**config.mk**
```make
export PLATFORM = sky130hd
export DESIGN_NAME = verdict_table_flat
export DESIGN_NICKNAME = d
export VERILOG_FILES = /design/src/rtl/circular_buffer_pkg.sv /design/src/rtl/verdict_table_if.sv /design/src/rtl/verdict_table_tag_ring_ptr.sv /design/src/rtl/verdict_table.sv /design/src/flat_wrapper.sv
export SDC_FILE = /design/constraint.sdc
export NUM_CORES = 1
export LEC_CHECK = 0
export ABC_CLOCK_PERIOD_IN_PS = 4800
export CAP_MARGIN = 20
export CORE_MARGIN = 2
export CORE_UTILIZATION = 53
export CTS_CLUSTER_DIAMETER = 60
export DETAILED_ROUTE_END_ITERATION = 8
export DONT_BUFFER_PORTS = 1
export PLACE_DENSITY = 0.68
export SETUP_SLACK_MARGIN = 0.2
export SLEW_MARGIN = 20
export SYNTH_ARGS = -nofsm -noshare
export SYNTH_HDL_FRONTEND = slang
export SYNTH_SLANG_ARGS = --single-unit
```
**constraint.sdc**
```tcl
create_clock -name clk -period 4.8 [get_ports clk]
set_input_delay 0.96 -clock clk [delete_from_list [all_inputs] [get_ports clk]]
set_output_delay 0.96 -clock clk [all_outputs]
set_load 0.03 [all_outputs]
```
**src/rtl/circular_buffer_pkg.sv**
```systemverilog
// Shared types for the reorder circular buffer and its verdict table:
// status encodings, per-entry state and the wrapping pointer increment.
package circular_buffer_pkg;

  typedef enum logic [1:0] {
    STATUS_PENDING  = 2'b00,
    STATUS_REJECTED = 2'b01,
    STATUS_ACCEPTED = 2'b11
  } status_e;

  typedef enum logic [1:0] {
    ENTRY_FREE,
    ENTRY_PENDING,
    ENTRY_REJECTED,
    ENTRY_ACCEPTED
  } entry_state_e;

  typedef struct packed {
    logic    in_use;
    status_e status;
  } entry_t;

  localparam entry_t ENTRY_RESET = '{in_use: 1'b0, status: STATUS_PENDING};

  function automatic entry_state_e entry_state(input entry_t e);
    entry_state_e s;
    if (!e.in_use) begin
      s = ENTRY_FREE;
    end else begin
      case (e.status)
        STATUS_ACCEPTED: s = ENTRY_ACCEPTED;
        STATUS_REJECTED: s = ENTRY_REJECTED;
        default:         s = ENTRY_PENDING;
      endcase
    end
    return s;
  endfunction

  function automatic int unsigned wrap_inc(input int unsigned ptr, input int unsigned size);
    return (ptr >= size - 1) ? 0 : ptr + 1;
  endfunction

endpackage

```
**src/rtl/verdict_table_if.sv**
```systemverilog
// Front-end / filter / circular-buffer side bundle of the verdict table.
// master drives requests, verdicts, queries and releases; slave is the table.
interface verdict_table_if #(
  parameter int unsigned TAG_WIDTH            = 6,
  parameter int unsigned CIRCULAR_BUFFER_SIZE = 50
);
  localparam int unsigned CNT_W = $clog2(CIRCULAR_BUFFER_SIZE + 1);

  logic                 alloc_req;
  logic                 alloc_ok;
  logic [TAG_WIDTH-1:0] alloc_tag;
  logic                 verdict_valid;
  logic [TAG_WIDTH-1:0] verdict_tag;
  logic                 verdict_accept;
  logic [TAG_WIDTH-1:0] reorder_tag_out;
  logic [1:0]           packet_status;
  logic                 release_valid;
  logic [TAG_WIDTH-1:0] release_tag;
  logic [CNT_W-1:0]     free_count;
  logic                 err;

  modport master (
    output alloc_req, verdict_valid, verdict_tag, verdict_accept,
           reorder_tag_out, release_valid, release_tag,
    input  alloc_ok, alloc_tag, packet_status, free_count, err
  );

  modport slave (
    input  alloc_req, verdict_valid, verdict_tag, verdict_accept,
           reorder_tag_out, release_valid, release_tag,
    output alloc_ok, alloc_tag, packet_status, free_count, err
  );
endinterface

```
**src/rtl/verdict_table_tag_ring_ptr.sv**
```systemverilog
// Wrapping tag pointer: counts 0..SIZE-1 and wraps, advancing on inc_i.
module tag_ring_ptr
  import circular_buffer_pkg::*;
#(
  parameter int unsigned WIDTH = 6,
  parameter int unsigned SIZE  = 50
) (
  input  logic             clk,
  input  logic             rst,
  input  logic             inc_i,
  output logic [WIDTH-1:0] ptr_o
);
  logic [WIDTH-1:0] ptr_q, ptr_d;

  always_comb begin
    ptr_d = ptr_q;
    if (inc_i) ptr_d = WIDTH'(wrap_inc(32'(ptr_q), SIZE));
  end

  always_ff @(posedge clk or negedge rst) begin
    if (!rst) ptr_q <= '0;
    else      ptr_q <= ptr_d;
  end

  assign ptr_o = ptr_q;
endmodule

```
**src/rtl/verdict_table.sv**
```systemverilog
// Reorder tag allocator and verdict store read by the circular buffer.
// Define VERDICT_TABLE_ERR_EN to enable protocol checking and the sticky err flag.
module verdict_table
  import circular_buffer_pkg::*;
#(
  parameter int unsigned TAG_WIDTH            = 6,
  parameter int unsigned CIRCULAR_BUFFER_SIZE = 50
) (
  input logic            clk,
  input logic            rst,
  verdict_table_if.slave bus
);
  localparam int unsigned SIZE  = CIRCULAR_BUFFER_SIZE;
  localparam int unsigned CNT_W = $clog2(SIZE + 1);
  localparam int unsigned IDX_W = (SIZE > 1) ? $clog2(SIZE) : 1;

  entry_t               table_q [SIZE];
  entry_t               table_d [SIZE];
  logic [CNT_W-1:0]     free_count_q, free_count_d;
  logic [TAG_WIDTH-1:0] alloc_ptr, rel_ptr;

  logic             v_in_range, r_in_range, q_in_range;
  logic [IDX_W-1:0] a_idx, v_idx, r_idx, q_idx;
  logic             alloc_fire, verdict_apply, release_apply, release_frees;

  // Out-of-range tags are steered to entry 0 and masked by the in-range flags.
  assign v_in_range = 32'(bus.verdict_tag) < SIZE;
  assign r_in_range = 32'(bus.release_tag) < SIZE;
  assign q_in_range = 32'(bus.reorder_tag_out) < SIZE;
  assign a_idx      = IDX_W'(alloc_ptr);
  assign v_idx      = v_in_range ? IDX_W'(bus.verdict_tag) : '0;
  assign r_idx      = r_in_range ? IDX_W'(bus.release_tag) : '0;
  assign q_idx      = q_in_range ? IDX_W'(bus.reorder_tag_out) : '0;

  assign bus.alloc_ok   = !table_q[a_idx].in_use;
  assign bus.alloc_tag  = alloc_ptr;
  assign bus.free_count = free_count_q;
  assign alloc_fire     = bus.alloc_req && bus.alloc_ok;

  assign bus.packet_status = (q_in_range && table_q[q_idx].in_use) ? table_q[q_idx].status
                                                                   : STATUS_PENDING;

`ifdef VERDICT_TABLE_ERR_EN
  entry_state_e verdict_state, release_state;
  logic         err_q;

  // Legality is judged on the pre-edge table, so a same-cycle verdict cannot
  // make a release legal and a same-cycle grant cannot make a verdict legal.
  assign verdict_state = entry_state(table_q[v_idx]);
  assign release_state = entry_state(table_q[r_idx]);
  assign verdict_apply = bus.verdict_valid && v_in_range && (verdict_state == ENTRY_PENDING);
  assign release_apply = bus.release_valid && r_in_range && (bus.release_tag == rel_ptr)
                      && ((release_state == ENTRY_ACCEPTED) || (release_state == ENTRY_REJECTED));

  always_ff @(posedge clk or negedge rst) begin
    if (!rst) err_q <= 1'b0;
    else      err_q <= err_q | (bus.verdict_valid && !verdict_apply)
                             | (bus.release_valid && !release_apply);
  end

  assign bus.err = err_q;
`else
  logic rel_ptr_unused;

  assign verdict_apply  = bus.verdict_valid && v_in_range;
  assign release_apply  = bus.release_valid && r_in_range;
  assign rel_ptr_unused = ^rel_ptr;
  assign bus.err        = 1'b0;
`endif

  // Only a release of an occupied entry returns a slot to the free pool.
  assign release_frees = release_apply && table_q[r_idx].in_use;

  always_comb begin
    table_d = table_q;
    if (release_apply) table_d[r_idx] = ENTRY_RESET;
    if (alloc_fire)    table_d[a_idx] = '{in_use: 1'b1, status: STATUS_PENDING};
    if (verdict_apply) table_d[v_idx].status = bus.verdict_accept ? STATUS_ACCEPTED
                                                                  : STATUS_REJECTED;
  end

  always_comb begin
    free_count_d = free_count_q;
    case ({release_frees, alloc_fire})
      2'b10:   free_count_d = free_count_q + CNT_W'(1);
      2'b01:   free_count_d = free_count_q - CNT_W'(1);
      default: free_count_d = free_count_q;
    endcase
  end

  always_ff @(posedge clk or negedge rst) begin
    if (!rst) begin
      for (int i = 0; i < SIZE; i++) table_q[i] <= ENTRY_RESET;
      free_count_q <= CNT_W'(SIZE);
    end else begin
      table_q      <= table_d;
      free_count_q <= free_count_d;
    end
  end

  tag_ring_ptr #(.WIDTH(TAG_WIDTH), .SIZE(SIZE)) u_alloc_ptr (
    .clk   (clk),
    .rst   (rst),
    .inc_i (alloc_fire),
    .ptr_o (alloc_ptr)
  );

  tag_ring_ptr #(.WIDTH(TAG_WIDTH), .SIZE(SIZE)) u_rel_ptr (
    .clk   (clk),
    .rst   (rst),
    .inc_i (release_apply),
    .ptr_o (rel_ptr)
  );
endmodule
```
**src/flat_wrapper.sv**
```systemverilog
// flat-port wrapper written by rule: the top's interface ports become plain ports
module verdict_table_flat import circular_buffer_pkg::*;
#(
  parameter int unsigned TAG_WIDTH            = 6,
  parameter int unsigned CIRCULAR_BUFFER_SIZE = 50
)
  (clk, rst, bus_alloc_req, bus_verdict_valid, bus_verdict_tag, bus_verdict_accept, bus_reorder_tag_out, bus_release_valid, bus_release_tag, bus_alloc_ok, bus_alloc_tag, bus_packet_status, bus_free_count, bus_err);
  verdict_table_if #(.TAG_WIDTH(TAG_WIDTH), .CIRCULAR_BUFFER_SIZE(CIRCULAR_BUFFER_SIZE)) bus_i ();
  input logic clk;
  input logic rst;
  input wire logic [$bits(bus_i.alloc_req)-1:0] bus_alloc_req;
  input wire logic [$bits(bus_i.verdict_valid)-1:0] bus_verdict_valid;
  input wire logic [$bits(bus_i.verdict_tag)-1:0] bus_verdict_tag;
  input wire logic [$bits(bus_i.verdict_accept)-1:0] bus_verdict_accept;
  input wire logic [$bits(bus_i.reorder_tag_out)-1:0] bus_reorder_tag_out;
  input wire logic [$bits(bus_i.release_valid)-1:0] bus_release_valid;
  input wire logic [$bits(bus_i.release_tag)-1:0] bus_release_tag;
  output wire logic [$bits(bus_i.alloc_ok)-1:0] bus_alloc_ok;
  output wire logic [$bits(bus_i.alloc_tag)-1:0] bus_alloc_tag;
  output wire logic [$bits(bus_i.packet_status)-1:0] bus_packet_status;
  output wire logic [$bits(bus_i.free_count)-1:0] bus_free_count;
  output wire logic [$bits(bus_i.err)-1:0] bus_err;
  assign bus_i.alloc_req = bus_alloc_req;
  assign bus_i.verdict_valid = bus_verdict_valid;
  assign bus_i.verdict_tag = bus_verdict_tag;
  assign bus_i.verdict_accept = bus_verdict_accept;
  assign bus_i.reorder_tag_out = bus_reorder_tag_out;
  assign bus_i.release_valid = bus_release_valid;
  assign bus_i.release_tag = bus_release_tag;
  assign bus_alloc_ok = bus_i.alloc_ok;
  assign bus_alloc_tag = bus_i.alloc_tag;
  assign bus_packet_status = bus_i.packet_status;
  assign bus_free_count = bus_i.free_count;
  assign bus_err = bus_i.err;
  verdict_table #(.TAG_WIDTH(TAG_WIDTH), .CIRCULAR_BUFFER_SIZE(CIRCULAR_BUFFER_SIZE)) u_core (.clk(clk), .rst(rst), .bus(bus_i));
endmodule
```
==> results of run 1 <==
## path summary, 6_finish.rpt
path / from / endpoint / slack, ps
setup / recovery: bus_reorder_tag_out[3] / bus_packet_status[0] / 430
hold / removal: rst / u_core.bus.free_count[3]$_DFFE_PN0P_ / 210
setup reg to reg: u_core.u_alloc_ptr.ptr_o[0]$_DFFE_PN0P_ / u_core.bus.free_count[5]$_DFFE_PN1P_ / 850
hold reg to reg: u_core.table_q[93]$_DFF_PN0_ / u_core.table_q[93]$_DFF_PN0_ / 500
max in group asynchronous: rst / u_core.table_q[49]$_DFF_PN0_ / 4270
min in group clk: u_core.table_q[93]$_DFF_PN0_ / u_core.table_q[93]$_DFF_PN0_ / 500
## registers in the layout, indices dropped and copies added, names as in the netlist
| name | flops |
|---|---|
| u_core.bus.free_count | 6 |
| u_core.table_q | 150 |
| u_core.u_alloc_ptr.ptr_o | 6 |
## logic make-up (layout without fill, tap and decap cells)
logic type      after synthesis  in the layout  share of synthesized area (%)
flops                       162            162                           40.2
xor+xnor                      8              8                          0.694
mux                          68             68                           7.79
other cells                   1              1                         0.0372
compound gates              331            331                           23.7
fa+ha+maj                     6              6                          0.744
simple gates                479            479                           22.3
buf+inv                      91             78                           4.55
## power groups by stage
stage          clock network, mW  logic (mW)  registers, mW
6_report                    1.36        2.08           2.34
5_1_grt                     1.43        2.23           2.36
4_1_cts                     1.37        2.02           2.31
3_5_place_dp                   0        2.01           2.33
3_3_place_gp                   0        1.98           2.33
2_1_floorplan                  0        1.58           2.10
## cells in the mapped netlist (5+ instances only)
library cell / instances / share of area [%]
inv_1: 8 / 0.30
nand3_1: 63 / 3.1
nor3_1: 35 / 1.7
a211oi_1: 17 / 1.3
nand4_1: 10 / 0.62
a32o_1: 19 / 1.9
o22ai_1: 43 / 2.7
o221ai_1: 7 / 0.61
o211ai_1: 13 / 0.97
o21ai_0: 45 / 2.2
mux4_2: 6 / 1.3
nor3b_1: 8 / 0.60
buf_1: 6 / 0.22
mux2i_1: 41 / 4.1
mux2_2: 20 / 2.2
a21oi_1: 43 / 2.1
clkbuf_1: 41 / 1.5
nand3b_1: 9 / 0.67
or3_1: 7 / 0.43
o21ai_1: 5 / 0.25
a32oi_1: 5 / 0.43
o311ai_0: 5 / 0.43
buf_6: 9 / 1.0
a21boi_0: 6 / 0.45
o31a_1: 6 / 0.52
a221oi_1: 10 / 0.87
dfrtp_1: 159 / 39
nor2_1: 62 / 2.3
and2_1: 5 / 0.31
nand2b_1: 10 / 0.62
ha_1: 6 / 0.74
xor2_1: 5 / 0.43
nand2_1: 218 / 8.1
o31ai_1: 11 / 0.82
a22o_1: 12 / 1.0
and3_1: 19 / 1.2
a21o_1: 24 / 1.8
buf_2: 18 / 0.89
a31o_2: 13 / 1.1
nor2b_1: 10 / 0.62
## worst max-delay path, delay by kind of cell
family          cells  cell delay, ps
compound gates      4            1090
buf+inv             2             560
mux                 1             240
simple gates        2             560
## layout make-up
cell class	instances	area, um2
clock buffers	18	429
clock inverters	14	143
fillers	1692	7900
inverters	11	41.3
multi-input cells	893	5580
flip-flops and latches	162	4060
well taps	234	293
repair buffers	35	263
## routing by layer
layer	share of wire, %	GRT usage (%)
met1	39	51.5
met2	43	60.3
met3	10	8.98
met4	7.4	26.0
met5	0	0
## per-stage QoR
step	instance area [um2]	power (mW)
after detailed placement	10200	4.34
after floorplan	10100	3.69
final	10800	5.77
after global placement	10200	4.31
after CTS	10800	5.70
after global routing	10800	6.02
==> flow_summary.toml, run 1 <==
[pwr]
clkPwrFrac_pct = 23.6
powerDensity_nw_per_um2 = 534
pwr-share-seq_pct = 40.5
intPower_mw = 3.29
vdd_ir_drop_max_mv = 0.493
leakage_nw = 4.65
combPwrFrac_pct = 36.0
swShare_pct = 43.1
netSwitchingPower_mw = 2.49

[cts]
holdBufCountCts = 0
cts_resized = 0
ctsLongestPathBuffers = 2
htreeDepth = 4
numCtsBuffers = 17
cts_tree = "yes"
clockRootBuffer = "clkbuf_16"
cts_setup_buffers = 0
clock_latency_ps = 450
clk_pin_slew_worst_paths_ps = 70
cts_sinks = 162

[finish]
nets = 1150
area_growth_syn_to_layout_pct = 7.05
layout_common_cells = "nand2_1, dfrtp_1, nand3_1"
diodes = 0
layout.cells.most_common = "nand2_1"
layout.cells.non_filler = 1367
fin_util_pct = 57.8
drive_gt1_share_pct = 11.7

[sta]
slew_viol_final = 0
slew_headroom_pct = 19.2
layout_setup_ws_ps = 425
setup_viol = 0
hold_ws_ps = 209
hold_viol = 0
setup-tns-final_ps = 0
rsz0062_at_grt = "false"
fin_crit_ps = 4370
clock_skew_ps = 11.7
tightest_slew_ps = 1200
layout_worst_path_cycle_share_pct = 91.1
fmax_ghz = 0.229

[outcome]
status = "finished clean"

[flow_run]
max_cap_viol_count = 0

[grt]
grt_pass1_wl_mm = 58.5
grtUsageTotal_pct = 39.8
grt_pass1_vias = 9413
grt_antenna_before_repair = 0
grt-ovfl-total = 0
grt_max_degree = 163

[setup_path]
worst_ep_arrival_time_ps = 3410
crit_required_ps = 3840
cp_max_fo = 22
timing_worst_setup_path_type = "input port to primary output"
end_kind = "primary output"
crit_slowest_cell = "or3_1"
crit_chain = "or3_1 > a21oi_4 > buf_4 > mux2i_1 > o31ai_1 > o311a_1 > o31ai_1 > nor3b_1 > buf_4"
worst-r2r-cell-count = 14
critPathMaxStageDelay_ps = 420
start_kind = "input port"

[floorplanning]
die_y_um = 142
die-area_um2 = 20200
die_x_um = 142
io-pin-count = 40
initial_utilization_pct = 54.0
num_rows = 50
fp.coreArea_um2 = 18700

[place]
hpwl_mm = 27.8
portBuffers = 0
gp_congestion = 0.994
place_inst = 1335
place_ws_ps = 465

[yosys]
syn_area_um2 = 10100
netlist_instances = 1146
ys_warn_count = 0
async_reset_ff_share_pct = 100
syn_area_per_cell_um2 = 8.81
synth_edf_count = 0
yosysSeqAreaShare_pct = 40.2
ys_ff_latch = 162
synth_nets = 1176
ys_types = 86
synth_ff_type = "dfrtp_1"

[detailed_routing]
drc = 0
wire_per_inst_um = 28.9
avgViaCountPerCell = 7.19
via_count = 9829
ant_nets = 0
drtPass1Iterations = 5
drt_iter0_markers = 1273
drt-total-wl_mm = 39.5

[worst_hold_path]
hp-class = "input port to async pin"
No activity file was read; power rests on OpenSTA's default activity.
==> run 2, diff against run 1 <==
--- a/config.mk
+++ b/config.mk
@@ -5,10 +5,12 @@
 export SDC_FILE = /design/constraint.sdc
 export NUM_CORES = 1
 export LEC_CHECK = 0
-export ABC_CLOCK_PERIOD_IN_PS = 4800
+export ABC_CLOCK_PERIOD_IN_PS = 4200
 export CAP_MARGIN = 20
+export CORE_ASPECT_RATIO = 1.4
 export CORE_MARGIN = 2
 export CORE_UTILIZATION = 53
+export CTS_BUF_LIST = sky130_fd_sc_hd__clkbuf_4
 export CTS_CLUSTER_DIAMETER = 60
 export DETAILED_ROUTE_END_ITERATION = 8
 export DONT_BUFFER_PORTS = 1
==> constraint.sdc (replaced) <==
create_clock -name clk -period 4.2 [get_ports clk]
set_input_delay 0.84 -clock clk [delete_from_list [all_inputs] [get_ports clk]]
set_output_delay 0.84 -clock clk [all_outputs]
set_load 0.03 [all_outputs]
==> run 2 against run 1 <==
Compared with the run above: the run now ends with negative hold slack left; cell area down 0.75%; die area about the same; total power rose by 7.6%; wire length up 4.7%; first-iteration DRC count fell by 3.5%; clock skew increased by 23 ps; critical path depth increased by 1; flip-flop and latch count unchanged; core utilization decreased by 0.12 points; largest cell class unchanged; worst hold slack lost 320 ps; via count up 0.76%; combinational power rose by 27%.
==> flow_summary.toml, run 2 (same netlist as run 1, synthesis figures left out) <==
[finish]
area_growth_syn_to_layout_pct = 6.25
layout_common_cells = "nand2_1, dfrtp_1, nand3_1"
layout.cells.most_common = "nand2_1"
largest_register_ffs = 150
regArea_um2 = 4060
fillCellCount = 1736
multi_input_area_um2 = 5610
fin_util_pct = 57.6
nets = 1167
regMostFlops = "u_core.table_q"
drive_gt1_share_pct = 13.4

[pwr]
vdd_ir_drop_max_mv = 0.256
netSwitchingPower_mw = 2.89
clkPwrFrac_pct = 15.3
powerDensity_nw_per_um2 = 579
combPwrFrac_pct = 42.5
pwr-share-seq_pct = 42.2
intPower_mw = 3.32
leakage_nw = 4.64
swShare_pct = 46.5

[sta]
setup-tns-final_ps = 0
layout_worst_path_cycle_share_pct = 93.6
slew_viol_final = 0
tightest_slew_ps = 1260
clock_skew_ps = 34.6
fin_crit_ps = 3930
hold_viol = 159
fmax_ghz = 0.254
hold_ws_ps = -110
setup_viol = 0
rsz0062_at_grt = "false"
slew_headroom_pct = 15.9

[setup_path]
worst-path-buf-inv = 3
worst_ep_arrival_time_ps = 3090
worst-r2r-cell-count = 15
critPathMostFrequentCell = "buf_4"
rr_startpoint = "u_core.u_alloc_ptr.ptr_o[0]$_DFFE_PN0P_"
crit_slowest_cell = "or3_1"
timing_worst_setup_path_type = "input port to primary output"
crit_required_ps = 3360
end_kind = "primary output"
crit_chain = "or3_1 > a21oi_4 > buf_4 > buf_4 > a221oi_1 > a211oi_1 > nor3_1 > o311a_1 > a211oi_2 > buf_4"
cp_max_fo = 14
cp_top_family = "compound AO/OA/AOI/OAI gates"
critPathMaxStageDelay_ps = 420
regToRegSetupSlack_ps = 490
r2r-end = "u_core.bus.free_count[5]$_DFFE_PN1P_"
start_kind = "input port"

[detailed_routing]
drt_iter0_markers = 1229
wire_per_inst_um = 29.6
drtPass1Iterations = 6
ant_nets = 0
drt-total-wl_mm = 41.4
via_count = 9904
drc = 0
avgViaCountPerCell = 7.09

[cts]
htreeDepth = 4
cts_tree = "yes"
clk_pin_slew_worst_paths_ps = 170
numCtsBuffers = 17
ctsLongestPathBuffers = 2
clock_latency_ps = 610
cts_sinks = 162
clockRootBuffer = "clkbuf_4"

[outcome]
status = "finished with violations"
violations = "negative hold slack"

[place]
hpwl_mm = 29.7
portBuffers = 0
gp_congestion = 1.06

[grt]
grtUsageTotal_pct = 41.6
grt_pass1_vias = 9495
grt_antenna_before_repair = 1
grt_max_degree = 163
grt-ovfl-total = 0
grt_pass1_wl_mm = 61.1

[floorplanning]
fp.coreArea_um2 = 18600
die_x_um = 121
die_y_um = 167
die-area_um2 = 20200
initial_utilization_pct = 54.3
io-pin-count = 40
num_rows = 59

[worst_hold_path]
hp-class = "input port to async pin"

[flow_run]
max_cap_viol_count = 0
[run 2: metrics by stage]
step	std cells	cell area (um2)	hold WS [ps]	setup slack (ps)	power [mW]
floorplan	1146	10100	461	200	4.22
global placement	1360	10400	482	143	5.16
finish	1397	10700	-110	271	6.21
CTS	1392	10700	-122	207	6.10
global route	1397	10700	-131	207	6.45
detailed placement	1360	10400	487	134	5.17
[run 2: worst max path at each step]
stage                                            to  depth (start not counted)              startpoint  slack (ps)
2_1_floorplan  u_core.bus.free_count[5]$_DFFE_PN1P_                         17      bus_release_tag[5]         200
3_3_place_gp   u_core.bus.free_count[5]$_DFFE_PN1P_                         15      bus_release_tag[2]         140
3_5_place_dp   u_core.bus.free_count[5]$_DFFE_PN1P_                         15      bus_release_tag[2]         130
4_1_cts                        bus_packet_status[1]                         10  bus_reorder_tag_out[3]         210
5_1_grt                        bus_packet_status[1]                         10  bus_reorder_tag_out[3]         210
6_report                       bus_packet_status[1]                         10  bus_reorder_tag_out[3]         270
[run 2: area by class of cell]
type / count / area share [%]
multi-input combinational: 893 / 52.3
sequential: 162 / 37.9
timing repair buffer: 52 / 3.99
tap: 244 / 2.85
clock inverter: 15 / 1.38
clock buffer: 17 / 1.19
inverter: 11 / 0.385
antenna: 3 / 0.0700
[run 2: metal layers]
layer / global-route usage [%] / vias up / share of wire (%) / wire length [um]
met4: 28.9 / 0 / 8.7 / 3600
met3: 7.46 / 178 / 9.3 / 3860
met2: 64.1 / 664 / 45 / 18600
li1: - / 4254 / - / -
met5: 0 / - / 0 / 0
met1: 52.8 / 4808 / 37 / 15300
[run 2: power groups by stage]
stage               sequential [mW]  clock (mW)  combinational, mW
floorplan                      2.40           0               1.82
global placement               2.63           0               2.53
detailed placement             2.62           0               2.55
CTS                            2.59       0.959               2.56
global route                   2.65        1.01               2.79
finish                         2.62       0.951               2.64
[run 2: repair_timing]
action                                  4_1_cts  5_1_grt
endpoints found under the setup margin        1        3
pin swaps                                     1        1
hold endpoints to repair                    159      159
gates cloned                                  0        0
gates resized for setup                       0        2
buffers inserted                              0        2
==> run 3, diff against run 2 <==
--- a/config.mk
+++ b/config.mk
@@ -7,14 +7,17 @@
 export LEC_CHECK = 0
 export ABC_CLOCK_PERIOD_IN_PS = 4200
 export CAP_MARGIN = 20
+export CELL_PAD_IN_SITES_DETAIL_PLACEMENT = 1
+export CELL_PAD_IN_SITES_GLOBAL_PLACEMENT = 1
 export CORE_ASPECT_RATIO = 1.4
 export CORE_MARGIN = 2
-export CORE_UTILIZATION = 53
+export CORE_UTILIZATION = 51
 export CTS_BUF_LIST = sky130_fd_sc_hd__clkbuf_4
 export CTS_CLUSTER_DIAMETER = 60
 export DETAILED_ROUTE_END_ITERATION = 8
 export DONT_BUFFER_PORTS = 1
-export PLACE_DENSITY = 0.68
+export PLACE_DENSITY_LB_ADDON = 0.1
+export REMOVE_ABC_BUFFERS = 1
 export SETUP_SLACK_MARGIN = 0.2
 export SLEW_MARGIN = 20
 export SYNTH_ARGS = -nofsm -noshare
==> constraint.sdc (replaced) <==
create_clock -name clk -period 4.2 [get_ports clk]
set_input_delay 0.42 -clock clk [delete_from_list [all_inputs] [get_ports clk]]
set_output_delay 0.42 -clock clk [all_outputs]
set_load 0.03 [all_outputs]
==> run 3 against run 2 <==
Compared with the run above: the flow now finishes without violations; sequential power about the same; total power increased by 1.6%; global-route usage increased by 2.7 points; flip-flop and latch count unchanged.
==> flow_summary.toml, run 3 (same netlist as run 1, synthesis figures left out) <==
[setup_path]
start_kind = "flip-flop"
crit_chain = "buf_4 > mux2i_1 > mux4_2 > a21oi_1 > nor4b_2 > nand4_1 > inv_2 > ha_1 > or3b_2 > o21ai_0 > a22o_1 > mux2i_1 > o32a_1 > nor2_1 > xor2_1"
critPathMostFrequentCell = "mux2i_1"
worst_ep_arrival_time_ps = 4250
end_kind = "flip-flop"
timing_worst_setup_path_type = "flip-flop to flip-flop"
worst-path-buf-inv = 2
crit_required_ps = 4750
cp_top_family = "simple AND/OR/NAND/NOR gates"
crit_slowest_cell = "or3b_2"
critPathMaxStageDelay_ps = 440
cp_max_fo = 35

[finish]
drive_gt1_share_pct = 12.9
layout.cells.most_common = "nand2_1"
regMostFlops = "u_core.table_q"
largest_register_ffs = 150
area_growth_syn_to_layout_pct = 6.41
nets = 1166
layout.cells.non_filler = 1400
layout_common_cells = "nand2_1, dfrtp_1, nand3_1"

[cts]
cts_sinks = 162
clockRootBuffer = "clkbuf_4"
ctsLongestPathBuffers = 2
holdBufCountCts = 3
clk_pin_slew_worst_paths_ps = 160
cts_resized = 0
cts_tree = "yes"
htreeDepth = 4
numCtsBuffers = 17
clock_latency_ps = 620
cts_setup_buffers = 0

[floorplanning]
die_x_um = 123
die_y_um = 170
fp.coreArea_um2 = 19300
num_rows = 60
die-area_um2 = 20900
io-pin-count = 40
initial_utilization_pct = 52.3

[sta]
setup-tns-final_ps = 0
slew_headroom_pct = 21.8
tightest_slew_ps = 1170
setup_viol = 0
slew_viol_final = 0
clock_skew_ps = 28.6
hold_viol = 0
fmax_ghz = 0.270
rsz0062_at_grt = "false"
fin_crit_ps = 3710
layout_worst_path_cycle_share_pct = 88.2

[pwr]
leakage_nw = 4.65
vdd_ir_drop_max_mv = 0.366
p_total_mw = 6.31
powerDensity_nw_per_um2 = 588

[place]
portBuffers = 0
hpwl_mm = 31.3
gp_congestion = 0.980
place_inst = 1362

[detailed_routing]
drt-total-wl_mm = 45.3
drtPass1Iterations = 5
via_count = 10300
drt_iter0_markers = 1188
drc = 0
avgViaCountPerCell = 7.33
wire_per_inst_um = 32.3
ant_nets = 0

[worst_hold_path]
hp-class = "input port to flip-flop"

[outcome]
status = "finished clean"

[grt]
grtUsageTotal_pct = 44.3
grt_pass1_wl_mm = 66.6
grt_antenna_before_repair = 3
grt_pass1_vias = 10500
grt-ovfl-total = 0
grt_max_degree = 163

[flow_run]
max_cap_viol_count = 0
## run 3: changes by cell type in the layout (fill, tap and decap cells not counted), sizes merged
cell / before / now
clkbuf: 17 / 18
clkinvlp: 2 / 1
inv: 18 / 15
clkinv: 5 / 6
buf: 52 / 49
dlygate4sd3: 0 / 2
bufinv: 1 / 3
## run 3: area by class of cell
type / instances / area (um2)
multi-input cells: 893 / 5580
clock buffers: 18 / 135
fillers: 2319 / 8550
clock inverters: 14 / 196
repair buffers: 51 / 408
flip-flops and latches: 162 / 4060
diodes: 3 / 7.51
well taps: 248 / 310
inverters: 11 / 41.3
## run 3: per-stage QoR
stage	setup slack, ps	utilization, %	hold WS, ps	cell area (um2)
5_1_grt	224	55.7	-11.3	10700
2_1_floorplan	-1270	-	124	9670
6_report	494	55.7	26.8	10700
3_3_place_gp	517	53.6	128	10300
4_1_cts	515	55.6	1.62	10700
3_5_place_dp	470	53.6	128	10300
## run 3: metal layers
layer / up-vias / part of all wire, % / GRT usage [%] / wire length, um
met5: - / 0 / 0 / 0
met4: 0 / 8.7 / 31.7 / 3940
met3: 208 / 8.9 / 8.48 / 4010
met2: 622 / 45 / 69.0 / 20400
met1: 5178 / 37 / 54.5 / 16900
li1: 4256 / - / - / -
## run 3: power breakdown
| part | total (mW) | switching [mW] | internal (mW) |
|---|---|---|---|
| clock | 1.13 | 0.689 | 0.443 |
| sequential | 2.63 | 0.627 | 2.00 |
| combinational | 2.55 | 1.60 | 0.946 |
| total | 6.31 | 2.92 | 3.39 |
## run 3: path summary, 6_finish.rpt
check | slack [ps] | depth (start not counted) | start | end
worst max-delay path | 490 | 15 | u_core.u_alloc_ptr.ptr_o[2]$_DFFE_PN0P_ | u_core.bus.free_count[5]$_DFFE_PN1P_
worst min-delay path | 30 | 2 | bus_verdict_accept | u_core.table_q[43]$_DFF_PN0_
worst max register to register | 490 | 15 | u_core.u_alloc_ptr.ptr_o[2]$_DFFE_PN0P_ | u_core.bus.free_count[5]$_DFFE_PN1P_
worst min register to register | 530 | 1 | u_core.table_q[84]$_DFF_PN0_ | u_core.table_q[84]$_DFF_PN0_
max in group asynchronous | 2940 | 2 | rst | u_core.table_q[17]$_DFF_PN0_
min in group asynchronous | 470 | 2 | rst | u_core.table_q[117]$_DFF_PN0_
